`config.mk`:
```
export PLATFORM = sky130hd
export DESIGN_NAME = ipsl_pcie_dma_skid_buf
export DESIGN_NICKNAME = d
export VERILOG_FILES = /design/src/rtl/ipsl_pcie_dma_defines_pkg.sv /design/src/rtl/ipsl_pcie_sat_cnt.sv /design/src/rtl/ipsl_pcie_dma_skid_buf.sv
export SDC_FILE = /design/constraint.sdc
export NUM_CORES = 1
export LEC_CHECK = 0
export CORE_UTILIZATION = 48
export CTS_BUF_LIST = sky130_fd_sc_hd__clkbuf_8
export DETAILED_ROUTE_END_ITERATION = 16
export PLACE_DENSITY = 0.84
export SLEW_MARGIN = 20
export SYNTH_ARGS = -nofsm -noshare
export SYNTH_HDL_FRONTEND = slang
export SYNTH_HIERARCHICAL = 1
export SYNTH_SLANG_ARGS = --single-unit
```
`constraint.sdc`:
```
create_clock -name clk -period 1.6 [get_ports clk]
set_input_delay 0.16 -clock clk [delete_from_list [all_inputs] [get_ports clk]]
set_output_delay 0.16 -clock clk [all_outputs]
set_load 0.02 [all_outputs]
```
`src/rtl/ipsl_pcie_dma_defines_pkg.sv`:
```
// Shared definitions for the PCIe DMA datapath: skid-buffer state encodings
// and default TLP beat widths.
package ipsl_pcie_dma_defines_pkg;

  localparam int DEF_DATA_WIDTH = 128;
  localparam int DEF_USER_WIDTH = 8;

  localparam logic [1:0] ST_EMPTY = 2'd0;
  localparam logic [1:0] ST_ONE   = 2'd1;
  localparam logic [1:0] ST_FULL  = 2'd2;

endpackage

```
`src/rtl/ipsl_pcie_sat_cnt.sv`:
```
// Saturating up-counter: counts cycles with inc high, sticks at all-ones,
// and is cleared only by the asynchronous reset.
module ipsl_pcie_sat_cnt #(
  parameter int WIDTH = 16
) (
  input  logic             clk,
  input  logic             rst_n,
  input  logic             inc,
  output logic [WIDTH-1:0] cnt
);

  logic [WIDTH-1:0] cnt_q;
  logic [WIDTH-1:0] cnt_d;

  always_comb begin
    cnt_d = cnt_q;
    if (inc && (cnt_q != {WIDTH{1'b1}})) begin
      cnt_d = cnt_q + {{(WIDTH-1){1'b0}}, 1'b1};
    end
  end

  always_ff @(posedge clk or negedge rst_n) begin
    if (!rst_n) begin
      cnt_q <= '0;
    end else begin
      cnt_q <= cnt_d;
    end
  end

  assign cnt = cnt_q;

endmodule

```
`src/rtl/ipsl_pcie_dma_skid_buf.sv`:
```
// Valid/ready register slice with a 2-entry skid buffer for DMA TLP beats.
// Optional stall counter output enabled by IPSL_PCIE_SKID_STALL_CNT_EN.
module ipsl_pcie_dma_skid_buf
  import ipsl_pcie_dma_defines_pkg::*;
#(
  parameter int DATA_WIDTH = DEF_DATA_WIDTH,
  parameter int USER_WIDTH = DEF_USER_WIDTH
) (
  input  logic                  clk,
  input  logic                  rst_n,
  input  logic                  in_valid,
  input  logic [DATA_WIDTH-1:0] in_data,
  input  logic [USER_WIDTH-1:0] in_user,
  input  logic                  in_last,
  output logic                  in_ready,
  output logic                  out_valid,
  output logic [DATA_WIDTH-1:0] out_data,
  output logic [USER_WIDTH-1:0] out_user,
  output logic                  out_last,
  input  logic                  out_ready
`ifdef IPSL_PCIE_SKID_STALL_CNT_EN
  ,
  output logic [15:0]           stall_cnt
`endif
);

  logic [1:0]            state_q,     state_d;
  logic                  in_ready_q,  in_ready_d;
  logic                  out_valid_q, out_valid_d;
  logic [DATA_WIDTH-1:0] main_data_q, main_data_d;
  logic [USER_WIDTH-1:0] main_user_q, main_user_d;
  logic                  main_last_q, main_last_d;
  logic [DATA_WIDTH-1:0] skid_data_q, skid_data_d;
  logic [USER_WIDTH-1:0] skid_user_q, skid_user_d;
  logic                  skid_last_q, skid_last_d;
  logic                  accept;

  // A beat only counts when the registered ready was high this cycle.
  assign accept = in_valid && in_ready_q;

  always_comb begin
    state_d     = state_q;
    in_ready_d  = in_ready_q;
    out_valid_d = out_valid_q;
    main_data_d = main_data_q;
    main_user_d = main_user_q;
    main_last_d = main_last_q;
    skid_data_d = skid_data_q;
    skid_user_d = skid_user_q;
    skid_last_d = skid_last_q;

    case (state_q)
      ST_EMPTY: begin
        in_ready_d  = 1'b1;
        out_valid_d = 1'b0;
        if (accept) begin
          main_data_d = in_data;
          main_user_d = in_user;
          main_last_d = in_last;
          out_valid_d = 1'b1;
          state_d     = ST_ONE;
        end
      end
      ST_ONE: begin
        if (accept && out_ready) begin
          main_data_d = in_data;
          main_user_d = in_user;
          main_last_d = in_last;
        end else if (accept) begin
          skid_data_d = in_data;
          skid_user_d = in_user;
          skid_last_d = in_last;
          in_ready_d  = 1'b0;
          state_d     = ST_FULL;
        end else if (out_ready) begin
          out_valid_d = 1'b0;
          state_d     = ST_EMPTY;
        end
      end
      ST_FULL: begin
        if (out_ready) begin
          main_data_d = skid_data_q;
          main_user_d = skid_user_q;
          main_last_d = skid_last_q;
          in_ready_d  = 1'b1;
          state_d     = ST_ONE;
        end
      end
      default: begin
        state_d     = ST_EMPTY;
        out_valid_d = 1'b0;
        in_ready_d  = 1'b1;
      end
    endcase
  end

  always_ff @(posedge clk or negedge rst_n) begin
    if (!rst_n) begin
      state_q     <= ST_EMPTY;
      in_ready_q  <= 1'b0;
      out_valid_q <= 1'b0;
      main_data_q <= '0;
      main_user_q <= '0;
      main_last_q <= 1'b0;
      skid_data_q <= '0;
      skid_user_q <= '0;
      skid_last_q <= 1'b0;
    end else begin
      state_q     <= state_d;
      in_ready_q  <= in_ready_d;
      out_valid_q <= out_valid_d;
      main_data_q <= main_data_d;
      main_user_q <= main_user_d;
      main_last_q <= main_last_d;
      skid_data_q <= skid_data_d;
      skid_user_q <= skid_user_d;
      skid_last_q <= skid_last_d;
    end
  end

  assign in_ready  = in_ready_q;
  assign out_valid = out_valid_q;
  assign out_data  = main_data_q;
  assign out_user  = main_user_q;
  assign out_last  = main_last_q;

`ifdef IPSL_PCIE_SKID_STALL_CNT_EN
  ipsl_pcie_sat_cnt #(
    .WIDTH (16)
  ) u_stall_cnt (
    .clk   (clk),
    .rst_n (rst_n),
    .inc   (out_valid_q && !out_ready),
    .cnt   (stall_cnt)
  );
`endif

endmodule

```
; Word-level counts from Yosys, hierarchy flattened
; Index checks and enable logic that the tools add are counted.
[word_totals]
in_bits = 141
regBits = 278
[op_classes]
n_mux = 27
reduce_logical = 9
bitwise_logic = 2
n_eq_ne = 10
[op_table]
columns = op, n
row1 = two-way mux 128 bit, 3
row2 = one-hot mux 128 bit (3 select lines), 1
row3 = two-way mux 8 bit, 3
row4 = one-hot mux 8 bit (3 select lines), 1
row5 = "!= test 2 bit, second input constant", 7
row6 = AND reduction 4 bit, 3
row7 = two-way mux 1 bit, 10
row8 = two-way mux 2 bit, 5
row9 = one-hot mux 1 bit (3 select lines), 2
row10 = one-hot mux 2 bit (3 select lines), 1
row11 = AND reduction 3 bit, 2
row12 = "!= test 3 bit, second input constant", 1
row13 = nonzero test 3 bit, 1
row14 = "== test 2 x 1 -> 1 bit, second input constant", 1
row15 = "== test 2 bit, second input constant", 1
row16 = logical AND 1 bit, 2
row17 = zero test 2 bit, 1
row18 = NOT 1 bit, 2
row19 = one-hot mux 1 bit (2 select lines), 1

; Depth between registers and ports, before layout
; Gate-level depths: netlist of run 1.
[logic_depth]
word_depth = 4
ltp_mapped = 6
ltp_nobuf = 3

; Least setup slack after synthesis of run 1
; OpenSTA, ideal clock, no wires.
[synth_timing]
kind = register -> register
startpoint = register in_ready_q (netlist: in_ready)
endpoint = register skid_data_q[100]
required_ns = 1.475
stages_incl_launch_ff = 6
period_less_slack_ns = 1.689
arrival_time_ns = 1.564
slack_ns = -0.089
setup_ns = 0.125
path_cell_list = dfrtp_1 -> nand2_2 -> nor3_2 -> buf_2 -> buf_4 -> mux2_2
[synth_between]
elab_chain_len = 4
[synth_rtl]
columns = item, line_no
row1 = start: declaration, ipsl_pcie_dma_skid_buf.sv:28  ; logic in_ready_q, in_ready_d;
row2 = start signal: assignment, ipsl_pcie_dma_skid_buf.sv:110  ; in_ready_q <= in_ready_d;
row3 = logical AND 1 bit (*), ipsl_pcie_dma_skid_buf.sv:39  ; assign accept = in_valid && in_ready_q;
row4 = logical AND 1 bit, ipsl_pcie_dma_skid_buf.sv:65  ; if (accept && out_ready) begin
row5 = NOT 1 bit (no source line), --
row6 = AND reduction 3 bit (no source line) (*), --
row7 = end signal: assignment, ipsl_pcie_dma_skid_buf.sv:115  ; skid_data_q <= skid_data_d;
row8 = end: declaration, ipsl_pcie_dma_skid_buf.sv:33  ; logic [DATA_WIDTH-1:0] skid_data_q, skid_data_d;
; Every way passes the cells marked *; elsewhere a longest branch is shown, timed or not.
; A chain may end at the register's enable or synchronous reset.

; Worst setup path after layout of run 1
[layout_timing]
startpoint = register state_q[0]
endpoint = register main_data_q[28] (netlist: out_data[28])
[layout_between]
elab_chain_len = 3
[layout_rtl]
columns = item, line_no
row1 = start: declaration, ipsl_pcie_dma_skid_buf.sv:27  ; logic [1:0] state_q, state_d;
row2 = start signal: assignment, ipsl_pcie_dma_skid_buf.sv:109  ; state_q <= state_d;
row3 = "== test 2 x 1 -> 1 bit, or another cell as far along", ipsl_pcie_dma_skid_buf.sv:52  ; case (state_q)
row4 = != test 2 bit (no source line) / nonzero test 3 bit (equally long branches), --
row5 = AND reduction 4 bit (no source line), --
row6 = end signal: assignment, ipsl_pcie_dma_skid_buf.sv:112  ; main_data_q <= main_data_d;
row7 = end: declaration, ipsl_pcie_dma_skid_buf.sv:30  ; logic [DATA_WIDTH-1:0] main_data_q, main_data_d;
; Several ways; a longest one is shown, not always the timed one.

==> qor.csv, run 1 <==
stage;metric;value;unit
outcome;status;finished with violations;
outcome;violations;setup timing;
worst_setup_path;cpMostUsedCell;buf_6;
timing;rsz0062_at_grt;true;
global_routing;grt_pass1_wl;46000;µm
yosys;syn-cell-area;12800;µm²
worst_setup_path;arrival;2290;ps
routing;vias_per_cell;5.30;
yosys;ys_seq_area_share;54.5;%
yosys;synthMuxAreaShare;39.9;%
yosys;synth.top_cell.area_share;54.5;%
pwr;peakVddDrop;1250;µV
placed_design;dpl.hpwl;19400;µm
yosys;synth_top_area_cell;dfrtp_1;
global_routing;globalRouteOverflowTotal;0;
worst_setup_path;crit_fanout;8;
clocking;numCtsBuffers;47;
yosys;synthTopCellsByArea;dfrtp_1 (54%), mux2_2 (17%), mux2_4 (14%);
worst_setup_path;reg2reg_setup_slack;-270;ps
yosys;syn_inst;757;
worst_setup_path;path_class;register to register;
layout;fin_util;72.9;%
min_path;min_path_type;input port to async pin;
routing;ant_nets;0;
worst_setup_path;worstSetupPathDepth;7;
layout;antenna_cells;0;
timing;fin_ws;-274;ps
floorplanning;io_pins;280;
timing;setup_viol;274;
layout;nets;1288;
yosys;synth_cell_types;25;
floorplanning;initial_core_util;49.0;%
layout;seq_area;6960;µm²
layout;multi_input_area;5830;µm²
routing;post-route-drc-count;0;
routing;vias;8025;
global_routing;grt_max_degree;63;
clocking;tritoncts;done;
yosys;synth_xor_xnor_area_share;0;%
worst_setup_path;path_cells;buf_6 -> nand3b_1 -> o211ai_4 -> buf_6 -> buf_12 -> clkbuf_16 -> mux2_4;
pwr;p_per_area;2010;nW/µm²
worst_setup_path;r2r_end;out_data[28]$_DFFE_PN0P_;
routing;drt_iter0_markers;420;
global_routing;antenna_found_initial;0;
layout;layout-drive-gt1-share;43.0;%
yosys;synth_adder_area_share;0;%
yosys;synth_compound_area_share;0.500;%
placed_design;preCtsSetupSlack;-375;ps
routing;dr.pass1.iters;4;
worst_setup_path;critPathRequiredTime;2020;ps
worst_setup_path;crit_family;buffers and inverters;
floorplanning;die_y;165;µm
yosys;avgSynthCellArea;16.9;µm²
worst_setup_path;max_stage_delay;420;ps
timing;tightest_slew;416;ps
floorplanning;die-area;27300;µm²
worst_setup_path;cp_num_buf_inv;4;
clocking;cts_sinks;278;
clocking;htree_num_levels;2;
yosys;synth_simple_gate_area_share;0.578;%
worst_setup_path;rr_startpoint;state_q[0]$_DFFE_PN0P_;
yosys;ys_warn_count;6;
clocking;cts-root-buf;clkbuf_8;
floorplanning;coreArea;26100;µm²
clocking;cts_buffer_depth;3;
worst_setup_path;r2r_cells;7;
global_routing;track_usage;21.7;%
floorplanning;rows;59;
timing;fin_skew;23.2;ps
placed_design;portBuffers;279;
layout;synthToLayoutAreaGrowth;48.8;%
timing;slew_viol_final;0;
yosys;ys_seq_elements;278;
flow_run;drv_cap;0;
clocking;clk_pin_slew;60;ps
worst_setup_path;critical-path-slowest-cell;dfrtp_1;
timing;hold_violations;0;
yosys;synth_top_family_by_area;multiplexers;
worst_setup_path;cp-start-kind;register;
timing;min_period_over_period;117;%
routing;routedWlPerCell;22.8;µm
floorplanning;die_w;165;µm
placed_design;place_area;16300;µm²
global_routing;grt_pass1_vias;8377;
timing;maxSlewHeadroom;72.3;%
worst_setup_path;cp-end-kind;register;
timing;period_minus_slack;1870;ps
timing;max_freq;534;MHz
layout;design_area;19000;µm²
pwr;p_leak;9.55;nW
placed_design;place_congestion;0.746;
clocking;clk_latency;550;ps
layout;fillers;1517;
routing;finalWirelength;34500;µm
yosys;syn-num-nets;898;
## cells by family (layout without fill, tap and decap cells)
group | after synthesis | after routing
buf+inv | 50 | 473
mux | 412 | 412
compound gates | 7 | 7
flops | 278 | 278
simple gates | 10 | 10
## routing by layer
| layer | up-vias | global-route usage (%) | part of all wire [%] |
|---|---|---|---|
| li1 | 3512 | - | - |
| met1 | 4143 | 28.8 | 44 |
| met2 | 304 | 35.1 | 47 |
| met3 | 66 | 5.62 | 6.2 |
| met4 | 0 | 6.13 | 2.3 |
| met5 | - | 0 | 0 |
## through the flow
stage	setup TNS [ps]	hold slack (ps)	power [mW]	std cells
floorplan	-9490	-136	22.6	757
global placement	-69830	92.3	28.2	1386
detailed placement	-82480	97.6	28.8	1386
CTS	-41590	99.0	35.8	1490
global route	-62120	139	39.8	1515
finish	-44200	125	38.1	1515
## sequential cells by signal, indices dropped and copies added, names as in the netlist
register	count
skid_user_q	8
skid_data_q	128
skid_last_q	1
out_last	1
out_valid	1
out_user	8
in_ready	1
state_q	2
out_data	128
## synth_stat cells
cell type	number
a31oi_1	1
a32o_1	1
buf_12	14
buf_2	2
buf_4	13
buf_6	15
clkbuf_1	2
dfrtp_1	278
inv_1	4
mux2_1	100
mux2_2	190
mux2_4	122
nand2_1	2
nand2_2	1
nand2b_1	1
nand2b_4	1
nand3b_1	1
nand4b_1	1
nor3_1	1
nor3_2	1
o211ai_4	1
o21ai_0	2
o21bai_1	1
o221ai_1	1
or2_4	1
## final cells by class
type                       count  share of cell area, %
clock buffer                  60                   4.35
clock inverter                22                  0.738
inverter                       4                 0.0790
multi-input combinational    429                   30.7
sequential                   278                   36.6
tap                          335                   2.21
timing repair buffer         387                   25.3
## cells in the final DEF, fill, tap and decap left out, types with 2 or more instances in the layout
cell type and n:
dlygate4sd2_1 38, nand2b_4 2, mux2_4 277, inv_1 20
mux2_1 88, bufinv_16 2, clkbuf_8 60, clkdlybuf4s50_1 139
mux2_2 47, buf_4 26, buf_8 10, dfrtp_1 276
buf_6 13, buf_12 33, buf_16 7, clkbuf_16 19
clkinv_2 4, o21ai_0 2, dlymetal6s2s_1 100, dfrtp_2 2
nand2_1 2
## repair_timing
action                                  4_1_cts  5_1_grt
hold buffers                                  1        0
cloned                                        5       22
setup buffers                                16        7
endpoints found under the hold margin       278        0
pin swaps                                     0        2
gates resized for setup                      64      287
endpoints found under the setup margin      413      375
## where the power goes
part	total, mW	switching [mW]	internal [mW]
sequential	12.9	2.21	10.7
combinational	18.7	7.33	11.4
clock	6.52	2.85	3.67
## how the worst max path moves through the flow
stage | start | slack, ps | to
6_report | state_q[0]$_DFFE_PN0P_ | -270 | out_data[28]$_DFFE_PN0P_
5_1_grt | state_q[0]$_DFFE_PN0P_ | -340 | out_data[28]$_DFFE_PN0P_
4_1_cts | state_q[1]$_DFFE_PN0P_ | -180 | out_data[6]$_DFFE_PN0P_
3_5_place_dp | out_ready | -380 | skid_data_q[105]$_DFFE_PN0P_
3_3_place_gp | in_valid | -290 | out_data[92]$_DFFE_PN0P_
2_1_floorplan | state_q[1]$_DFFE_PN0P_ | -80 | out_data[82]$_DFFE_PN0P_
Power figures use the tool's default switching activity.
==> run 2, diff against run 1 <==
--- a/config.mk
+++ b/config.mk
@@ -5,10 +5,10 @@
 export SDC_FILE = /design/constraint.sdc
 export NUM_CORES = 1
 export LEC_CHECK = 0
-export CORE_UTILIZATION = 48
-export CTS_BUF_LIST = sky130_fd_sc_hd__clkbuf_8
+export CORE_MARGIN = 8
+export CORE_UTILIZATION = 46
 export DETAILED_ROUTE_END_ITERATION = 16
-export PLACE_DENSITY = 0.84
+export PLACE_DENSITY = 0.82
 export SLEW_MARGIN = 20
 export SYNTH_ARGS = -nofsm -noshare
 export SYNTH_HDL_FRONTEND = slang
==> run 2 against run 1 <==
Against the previous run:
- the run still ends with setup timing left
- fmax increased by 2.7%
- die area is 22% higher
- clock power rose by 12%
- sequential share of layout area up 0.38 points
- count of clock-buffer cells in the layout decreased by 19
- wire length rose by 1.1%
- clock skew down 2.8 ps
- hold slack better by 5.4 ps
- first-iteration DRC count shrank 10%
- cell count increased by 1.4%
- critical path depth stayed put
- combinational power decreased by 3%
==> qor.csv, run 2 (synthesis results as in run 1) <==
stage;metric;value;unit
placed_design;place_congestion;0.756;
pwr;p_leak;8.75;nW
routing;finalWirelength;34900;µm
routing;dr.pass1.iters;4;
placed_design;place_area;16300;µm²
floorplanning;rows;61;
global_routing;grt_max_degree;52;
routing;vias_per_cell;5.15;
pwr;power.clock.fraction;19.0;%
outcome;violations;setup timing;
clocking;cts_buffer_depth;3;
clocking;clk_latency;550;ps
layout;layout-drive-gt1-share;43.5;%
layout;final_cells;1536;
clocking;cts-root-buf;clkbuf_16;
min_path;min_path_type;input port to async pin;
worst_setup_path;cp-start-kind;register;
worst_setup_path;arrival;2240;ps
timing;rsz0062_at_grt;true;
outcome;status;finished with violations;
clocking;numCtsBuffers;30;
floorplanning;io_pins;280;
routing;drt_iter0_markers;378;
routing;ant_nets;0;
routing;routedWlPerCell;22.7;µm
layout;multi_input_area;5880;µm²
layout;final_common_cell;mux2_4;
routing;post-route-drc-count;0;
worst_setup_path;reg2reg_setup_slack;-220;ps
global_routing;grt_pass1_vias;9213;
pwr;switchingPower;12.4;mW
floorplanning;coreArea;27600;µm²
global_routing;track_usage;20.2;%
placed_design;dpl.hpwl;21400;µm
floorplanning;die_y;183;µm
timing;hold_violations;0;
worst_setup_path;cp-end-kind;register;
pwr;p_per_area;2040;nW/µm²
pwr;fin_total_pwr;38.4;mW
timing;fin_skew;20.4;ps
layout;design_area;18800;µm²
layout;antenna_cells;0;
layout;synthToLayoutAreaGrowth;47.3;%
worst_setup_path;path_class;register to register;
timing;period_minus_slack;1820;ps
layout;nets;1275;
pwr;power_switching_share;32.3;%
floorplanning;die_w;183;µm
pwr;peakVddDrop;1250;µV
clocking;clk_pin_slew;60;ps
routing;vias;7909;
placed_design;portBuffers;279;
clocking;htree_num_levels;1;
pwr;intPower;26.0;mW
timing;fin_tns_setup;-43450;ps
pwr;combPwrFrac;47.3;%
flow_run;drv_cap;0;
timing;slew_viol_final;0;
timing;min_period_over_period;114;%
timing;setup_viol;274;
pwr;seqPwrFrac;33.7;%
layout;most-common-layout-cells;mux2_4 (289), dfrtp_1 (276), clkdlybuf4s50_1 (139), dlygate4sd2_1 (138), mux2_1 (84);
timing;tightest_slew;454;ps
global_routing;grt_pass1_wl;53800;µm
worst_setup_path;crit_fanout;6;
clocking;cts_sinks;278;
layout;fin_util;68.3;%
timing;fin_ws;-224;ps
worst_setup_path;critPathRequiredTime;2020;ps
layout;fillers;1833;
placed_design;place_inst;1438;
global_routing;globalRouteOverflowTotal;0;
floorplanning;initial_core_util;46.4;%
timing;max_freq;548;MHz
global_routing;antenna_found_initial;1;
layout;seq_area;6960;µm²
timing;maxSlewHeadroom;69.7;%
floorplanning;die-area;33400;µm²
clocking;tritoncts;done;
## run 2: cell types whose count changed in the layout (fill, tap and decap cells not counted), sizes merged
cell / before / now
dlygate4sd2: 38 / 138
dlymetal6s2s: 100 / 0
clkbuf: 80 / 48
buf: 89 / 106
inv: 20 / 5
clkinv: 4 / 10
bufinv: 2 / 3
clkinvlp: 0 / 1
## run 2: repair_timing
item | CTS | global route
cloned | 13 | 6
hold endpoints to repair | 278 | 0
pin swaps | 2 | 2
resized for setup | 367 | 44
setup endpoints to repair | 413 | 275
hold buffers | 1 | 0
buffers inserted | 26 | 8
## run 2: final cells by class
class / instances / share of cell area, %
inverters: 4 / 0.0798
multi-input cells: 429 / 31.2
well taps: 378 / 2.51
clock buffers: 41 / 4.80
flip-flops and latches: 278 / 37.0
repair buffers: 391 / 23.5
clock inverters: 15 / 0.832
## run 2: worst paths after layout
check / from / end / cells past startpoint
setup / recovery: state_q[1]$_DFFE_PN0P_ / skid_data_q[119]$_DFFE_PN0P_ / 7
hold / removal: rst_n / out_data[82]$_DFFE_PN0P_ / 2
setup reg to reg: state_q[1]$_DFFE_PN0P_ / skid_data_q[119]$_DFFE_PN0P_ / 7
hold reg to reg: out_data[59]$_DFFE_PN0P_ / out_data[59]$_DFFE_PN0P_ / 1
max in group asynchronous: rst_n / skid_data_q[68]$_DFFE_PN0P_ / 3
min in group clk: in_data[11] / skid_data_q[11]$_DFFE_PN0P_ / 2
## run 2: critical path, stage by stage, from the launching register on
cell and delay (ps):
dfrtp_2 450, buf_6 140, nor3_4 230, buf_6 160
buf_12 130, buf_12 130, buf_8 140, mux2_4 300
## run 2: power by group through the flow
stage	clock network [mW]	registers, mW	logic, mW
6_report	7.29	12.9	18.2
5_1_grt	7.72	13.3	19.1
4_1_cts	7.46	12.8	17.6
3_5_place_dp	0	12.8	16.1
3_3_place_gp	0	12.7	15.7
2_1_floorplan	0	14.4	8.16
## run 2: stage by stage
stage	worst slack (ps)	hold WS, ps
after floorplan	-77.5	-136
after global placement	-366	111
after detailed placement	-387	115
after CTS	-227	131
after global routing	-271	160
final	-224	130
## run 2: layer usage
metal  track usage [%]  part of all wire (%)  vias up
met5                 0                 0.034        -
met4              5.35                   2.2        2
met3              5.03                   6.6       54
met2              33.1                    47      260
met1              26.3                    44     4114
li1                  -                     -     3479
==> run 3, diff against run 2 <==
--- a/config.mk
+++ b/config.mk
@@ -8,6 +8,7 @@
 export CORE_MARGIN = 8
 export CORE_UTILIZATION = 46
 export DETAILED_ROUTE_END_ITERATION = 16
+export GPL_TIMING_DRIVEN = 1
 export PLACE_DENSITY = 0.82
 export SLEW_MARGIN = 20
 export SYNTH_ARGS = -nofsm -noshare
==> results of run 3 <==
The final DEF is identical to that of run 2; final timing and power are the same.
